`config.mk`:
```
export PLATFORM = sky130hd
export DESIGN_NAME = card_dealer
export DESIGN_NICKNAME = d
export VERILOG_FILES = /design/src/rtl/card_dealer.sv
export SDC_FILE = /design/constraint.sdc
export NUM_CORES = 1
export LEC_CHECK = 0
export CORE_AREA = 2 2 91 93
export DETAILED_ROUTE_END_ITERATION = 7
export DIE_AREA = 0 0 93 95
export PLACE_DENSITY = 0.69
export SLEW_MARGIN = 25
export SYNTH_ARGS = -nofsm -noshare
export SYNTH_HDL_FRONTEND = slang
export SYNTH_SLANG_ARGS = --single-unit
```
`constraint.sdc`:
```
create_clock -name clk -period 3.8 [get_ports clk]
set_input_delay 0.76 -clock clk [delete_from_list [all_inputs] [get_ports clk]]
set_output_delay 0.76 -clock clk [all_outputs]
set_load 0.005 [all_outputs]
```
`src/rtl/card_dealer.sv`:
```
// Deals pseudo-random, never-repeated cards from a 52-card deck.
// A Galois LFSR picks a start slot; PROBE walks forward to the next free slot.
module card_dealer #(
  parameter logic [15:0] SEED      = 16'h0033,
  parameter int          DECK_SIZE = 52
) (
  input  logic       clk,
  input  logic       rst,
  input  logic       shuffle,
  input  logic       deal_req,
  output logic [5:0] card_out,
  output logic       card_valid,
  output logic       deal_err,
  output logic       busy,
  output logic       deck_empty,
  output logic [5:0] cards_left
);

  localparam logic [15:0] SEED_L = (SEED == 16'h0000) ? 16'h0001 : SEED;
  localparam logic [5:0]  NCARDS = 6'(DECK_SIZE);
  localparam logic [5:0]  LAST   = 6'(DECK_SIZE - 1);

  typedef enum logic {IDLE, PROBE} state_t;

  state_t                 state, state_nxt;
  logic [DECK_SIZE-1:0]   used;
  logic [15:0]            lfsr, lfsr_nxt;
  logic [5:0]             idx, start, r;
  logic                   take, grant, empty_req;

  always_comb begin
    lfsr_nxt  = {1'b0, lfsr[15:1]} ^ (lfsr[0] ? 16'hB400 : 16'h0000);
    r         = lfsr[5:0];
    start     = (r >= NCARDS) ? r - NCARDS : r;
    state_nxt = state;
    take      = 1'b0;
    grant     = 1'b0;
    empty_req = 1'b0;
    case (state)
      IDLE: begin
        if (deal_req) begin
          if (cards_left != 6'd0) begin
            take      = 1'b1;
            state_nxt = PROBE;
          end else begin
            empty_req = 1'b1;
          end
        end
      end
      PROBE: begin
        if (!used[idx]) begin
          grant     = 1'b1;
          state_nxt = IDLE;
        end
      end
      default: state_nxt = IDLE;
    endcase
    // shuffle aborts anything in flight and drops a same-cycle request
    if (shuffle) begin
      state_nxt = IDLE;
      take      = 1'b0;
      grant     = 1'b0;
      empty_req = 1'b0;
    end
  end

  always_ff @(posedge clk) begin
    if (rst) state <= IDLE;
    else     state <= state_nxt;
  end

  always_ff @(posedge clk) begin
    if (rst) begin
      used       <= '0;
      cards_left <= NCARDS;
      lfsr       <= SEED_L;
      idx        <= 6'd0;
      card_out   <= 6'd0;
      card_valid <= 1'b0;
      deal_err   <= 1'b0;
    end else begin
      lfsr       <= lfsr_nxt;
      card_valid <= grant;
      deal_err   <= empty_req;
      if (shuffle) begin
        used       <= '0;
        cards_left <= NCARDS;
      end else begin
        if (take)
          idx <= start;
        else if (state == PROBE && used[idx])
          idx <= (idx == LAST) ? 6'd0 : idx + 6'd1;
        if (grant) begin
          used[idx]  <= 1'b1;
          card_out   <= idx;
          cards_left <= cards_left - 6'd1;
        end
      end
    end
  end

  assign busy       = (state == PROBE);
  assign deck_empty = (cards_left == 6'd0);

endmodule

```
# [After elaboration in Yosys (flattened, before gate mapping)]
# Index checks and enable logic that the tools add are counted.
[op_classes] n_addsub=3 n_lt_le_gt_ge=3 eq_ne=1 mux=19 bitwise=5 reduce_logical=9
[ops] cell="$or 52x52->52" count=1
[ops] cell="$mux 6" count=4
[ops] cell="$mux 16" count=1
[ops] cell="$xor 15x16->16" count=1
[ops] cell="$mux 1" count=11
[ops] cell="$lt 6x7->1 const B" count=1
[ops] cell="$add 6x1->6 const B" count=1
[ops] cell="$bmux 1 s6" count=1
[ops] cell="$demux 1 s6" count=1
[ops] cell="$eq 6x6->1 const B" count=1
[ops] cell="$ge 6x1->1 const B" count=1
[ops] cell="$ge 6x6->1 const B" count=1
[ops] cell="$logic_not 6->1" count=1
[ops] cell="$reduce_bool 6->1" count=1
[ops] cell="$sub 6x1->6 const B" count=1
[ops] cell="$sub 6x6->6 const B" count=1
[ops] cell="$reduce_and 2->1" count=2
[ops] cell="$reduce_or 4->1" count=1
[ops] cell="$not 1->1" count=3
[ops] cell="$logic_and 1x1->1" count=2
[ops] cell="$pmux 1 s2" count=1
[ops] cell="$reduce_bool 2->1" count=1
[ops] cell="$reduce_or 2->1" count=1
[word_totals] regBits=89 out_inout_bits=16

# [Depth between registers and ports, before layout]
[logic_depth] word_depth=7 ltp_mapped=11 ltp_nobuf=8

# [Least setup slack after synthesis]
# OpenSTA, ideal clock, no wires.
[synth_timing] path_kind="register to register" startpoint="reg idx[1]" endpoint="reg cards_left[3]" setup_time_ps=116 t_arrival_ps=2321 setup_slack_ps=1364 path_stages_with_launch=11 path_buffers=3 synth_period_minus_slack_ps=2436 path_cell_list="dfxtp_1 > buf_6 > buf_6 > mux2_2 > a22oi_1 > nor2_1 > o31a_1 > nor4b_4 > buf_6 > a21oi_1 > a31o_1"
[synth_via] elab_chain_len=5
[synth_lines] element="start: declaration" line="28" rtl="logic [5:0] idx, start, r;"
[synth_lines] element="start signal: assignment" line="90" rtl="idx <= start;"
[synth_lines] element="start signal: assignment" line="92" rtl="idx <= (idx == LAST) ? 6'd0 : idx + 6'd1;"
[synth_lines] element="$bmux 1 s6" line="51" rtl="if (!used[idx]) begin"
[synth_lines] element="$mux 1 (implied by the code)" line="51"
[synth_lines] element="$mux 1" line="51"
[synth_lines] element="$mux 1" line="39" rtl="case (state)"
[synth_lines] element="$mux 1" line="59" rtl="if (shuffle) begin"
[synth_lines] element="end signal: assignment" line="96" rtl="cards_left <= cards_left - 6'd1;"
[synth_lines] element="end: declaration" line="16" rtl="output logic [5:0] cards_left"
# Every way passes these cells. The select of a mux whose other input is x is not followed.
# A chain may end at the register's enable or synchronous reset.

# [Worst setup path after layout]
[layout_timing] startpoint="reg idx[0]" endpoint="reg idx[3]"
[layout_via] elab_chain_len=5
[layout_lines] element="$bmux 1 s6" line="91" rtl="else if (state == PROBE && used[idx])"
[layout_lines] element="$mux 1 (implied by the code)" line="91"
[layout_lines] element="$logic_and 1x1->1" line="91"
[layout_lines] element="$reduce_bool 2->1 (no source line)"
[layout_lines] element="$reduce_and 2->1 (no source line)"
# Several ways; a longest one is shown, not always the timed one. The select of a mux whose other input is x is not followed.

==> metrics.md <==
| Metric | Value |
|---|---|
| Required @ worst endpoint | `between 4 and 5 ns` |
| Fin Setup TNS | `0 ns` |
| Post-DP HPWL | `about 5800 um` |
| Rel. slew slack | `41.3%` |
| Hold path depth | `1` |
| Vias/cell | `approximately 5.6` |
| Avg Inst Size Synth | `9.12 um2` |
| Worst path depth | `7` |
| Yosys cell types | `59` |
| Starting Density | `about 48%` |
| Grt ovf | `0` |
| Wire per inst | `15.8 um` |
| CTS root buffer | `clkbuf_8` |
| Top FF cell, synth | `dfxtp_1` |
| Pwr dens | `roughly 440 mW/mm2` |
| Layout cell share with drive strength beyond 1 | `about an eighth` |
| Seq pwr share | `approximately 52%` |
| CTS tree | `done` |
| H-tree depth | `3` |
| Antenna cells | `0` |
| RSZ-0062 raised after global routing | `no` |
| Combinational group share of total power | `6.8%` |
| Number of global-route vias before repair | `between 2k and 3k` |
| Worst Reg-to-Reg Cells | `7` |
| Type of the worst setup path | `reg2reg` |
| Final nets | `437` |
| First-pass GRT wire length | `about 14000 um` |
| Initial drt markers | `approximately 180` |
| Core footprint | `around 0.008 mm2` |
| GR peak layer | `met2` |
| Crit-path max cell delay | `0.72 ns` |
| Crit-path cells | `nor2b_1 > a22o_1 > a221oi_1 > a2111oi_2 > o31ai_4 > or3_1 > a311oi_2` |
| Worst-Skew Late Latency | `0.37 ns` |
| Overall Global Routing Usage | `about a fifth` |
| Critical path arrival | `~3.5 ns` |
| Mapped Nets | `about 430` |
| Area Overhead vs Synth | `12.1%` |
| Clk buf depth | `2` |
| Post-synthesis sequential area ratio | `46.5%` |
| Top cells by area, synth | `dfxtp_1 (47%), nand2_1 (5.1%), o21ai_1 (4.1%)` |
| Mapped Cells | `420` |
| Site row count | `33` |
| Final Hold Fails | `0` |
| Async set-reset flop share out of synthesis | `0%` |
| Final min period | `3.21 ns` |
| Post-synth top area cell | `dfxtp_1` |
| Die Ht | `around 95 um` |
| Top post-synthesis cells by count | `dfxtp_1 (89), nand2_1 (52), nor2_1 (38), o21ai_1 (31), o21ai_0 (20)` |
| Worst path bufs/invs | `0` |
| Worst-path maximum fanout | `27` |
| Met1 GRT Util | `26.9%` |
| GPL Wtd Cong | `between 0.8 and 0.9` |
| Tcrit/Tclk final | `84.4%` |
| Max Slew Vio Count | `0` |
| Mapped Area | `roughly 0.0038 mm2` |
| Fmax | `approximately 310 MHz` |
| Hold_buf cts | `0` |
| Die area | `slightly below 0.009 mm2` |
| Antenna violations before repair | `0` |
| Int Power | `around 0.0014 W` |
| Power share of the clock group | `roughly two fifths` |
| Most common cell in the netlist | `dfxtp_1` |
| Post-CTS setup buffers | `0` |
| Leakage | `1.47 nW` |
| Final ANT Viol Nets | `0` |
| Setup crit end kind | `register` |
| Port Buf Inserts | `19` |
| Hold WS | `approximately 0.43 ns` |
| Worst Setup Start Kind | `register` |
| Met2 global-route usage | `~33%` |
| Cts repair resizes | `0` |
| Min-delay worst type | `reg2reg` |
| Drt pass-1 iters | `5` |
| Yosys warns | `0` |
| Maximum vdd drop | `259 uV` |
| Die width | `a little over 90 um` |
| Setup violators final | `0` |
| Residual DRC | `0` |
| Switching power total | `around 0.00045 W` |
| Fill cell count | `750` |
| Met3 usage | `4.07%` |
| CTS buffer count | `9` |
| Status | `complete, no violations` |
| FF+latch count, synth | `slightly below 90` |
| IO Pins | `20` |
| Number of synthesized flops with an enable pin | `0` |
| Largest net degree at the start of global routing | `29` |
| Final wirelength | `around 8500 um` |
| Worst slew pin tran | `approximately 0.9 ns` |
| Clock sink count | `a little under 90` |
| Crit path max-delay family | `compound AO/OA/AOI/OAI gates` |
| Max-cap violation count | `0` |
| Post-synth top area share | `46.5%` |
| Clock skew | `between 0.005 and 0.006 ns` |
| Worst path slowest cell | `a2111oi_2` |
| Switching part of the total | `a little under a quarter` |
| CTS clk-pin slew, worst paths | `about 0.090 ns` |
| Vias post-DR | `between 3k and 4k` |
metal layers:
| metal | up-vias | part of all wire (%) |
|---|---|---|
| met4 | 0 | 2.9 |
| met3 | 20 | 4.2 |
| met1 | 1404 | 47 |
| met5 | - | 0 |
| met2 | 80 | 46 |
| li1 | 1497 | - |
cells by family (layout without fill, tap and decap cells):
group,after synthesis,in the layout,synth area share (%)
flops,89,89,46.5
fa+ha+maj,4,4,1.31
buf+inv,38,52,5.23
compound gates,101,101,16.9
xor+xnor,5,5,1.14
mux,22,22,7.32
simple gates,161,161,21.6
final timing paths:
kind	from	end	slack, ns
worst max-delay path	idx[0]	idx[3]	0.59
worst min-delay path	lfsr[6]	lfsr[5]	0.43
worst max register to register	idx[0]	idx[3]	0.59
worst min register to register	lfsr[6]	lfsr[5]	0.43
stage by stage:
step                      util [%]  power [W]  cells  instance area, um2  worst slack, ns
after floorplan                  -    0.00109    420                3830             1.36
after global placement        51.1    0.00112    523                4050            0.685
after detailed placement      51.1    0.00112    523                4050            0.655
after CTS                     54.1    0.00190    539                4290            0.616
after global routing          54.1    0.00195    539                4290            0.365
final                         54.1    0.00188    539                4290            0.593
state kept, by name, summed over array words and instances, names as in the netlist:
signal / flops
cards_left: 6
busy: 1
used: 52
card_valid: 1
idx: 6
lfsr: 16
deal_err: 1
card_out: 6
placed cells by master (no fill, tap or decap), types with 7 or more instances in the layout:
master           instances
a21oi_1                 10
a31oi_1                 10
buf_4                    9
clkbuf_8                 9
clkdlybuf4s50_1         19
dfxtp_1                 89
inv_1                    8
mux2i_1                 13
nand2_1                 52
nand3_1                 11
nand3b_1                 7
nor2_1                  37
nor2b_1                 12
o21ai_0                 20
o21ai_1                 31
power groups by stage:
stage | Sequential, W | Clock (W) | Combinational [W]
final | 0.000977 | 0.000779 | 0.000128
after global routing | 0.000981 | 0.000832 | 0.000139
after CTS | 0.000977 | 0.000793 | 0.000127
after detailed placement | 0.000999 | 0 | 0.000126
after global placement | 0.000998 | 0 | 0.000124
after floorplan | 0.000977 | 0 | 0.000116
final cells by class:
class	instances	area (um2)	share of cell area, %
clock buffers	9	124	2.89
clock inverters	7	118	2.74
inverters	8	30.0	0.700
multi-input cells	293	1850	43.1
flip-flops and latches	89	1780	41.5
well taps	105	131	3.06
repair buffers	28	258	6.01
Note: power is estimated with default switching activity, not from simulation.
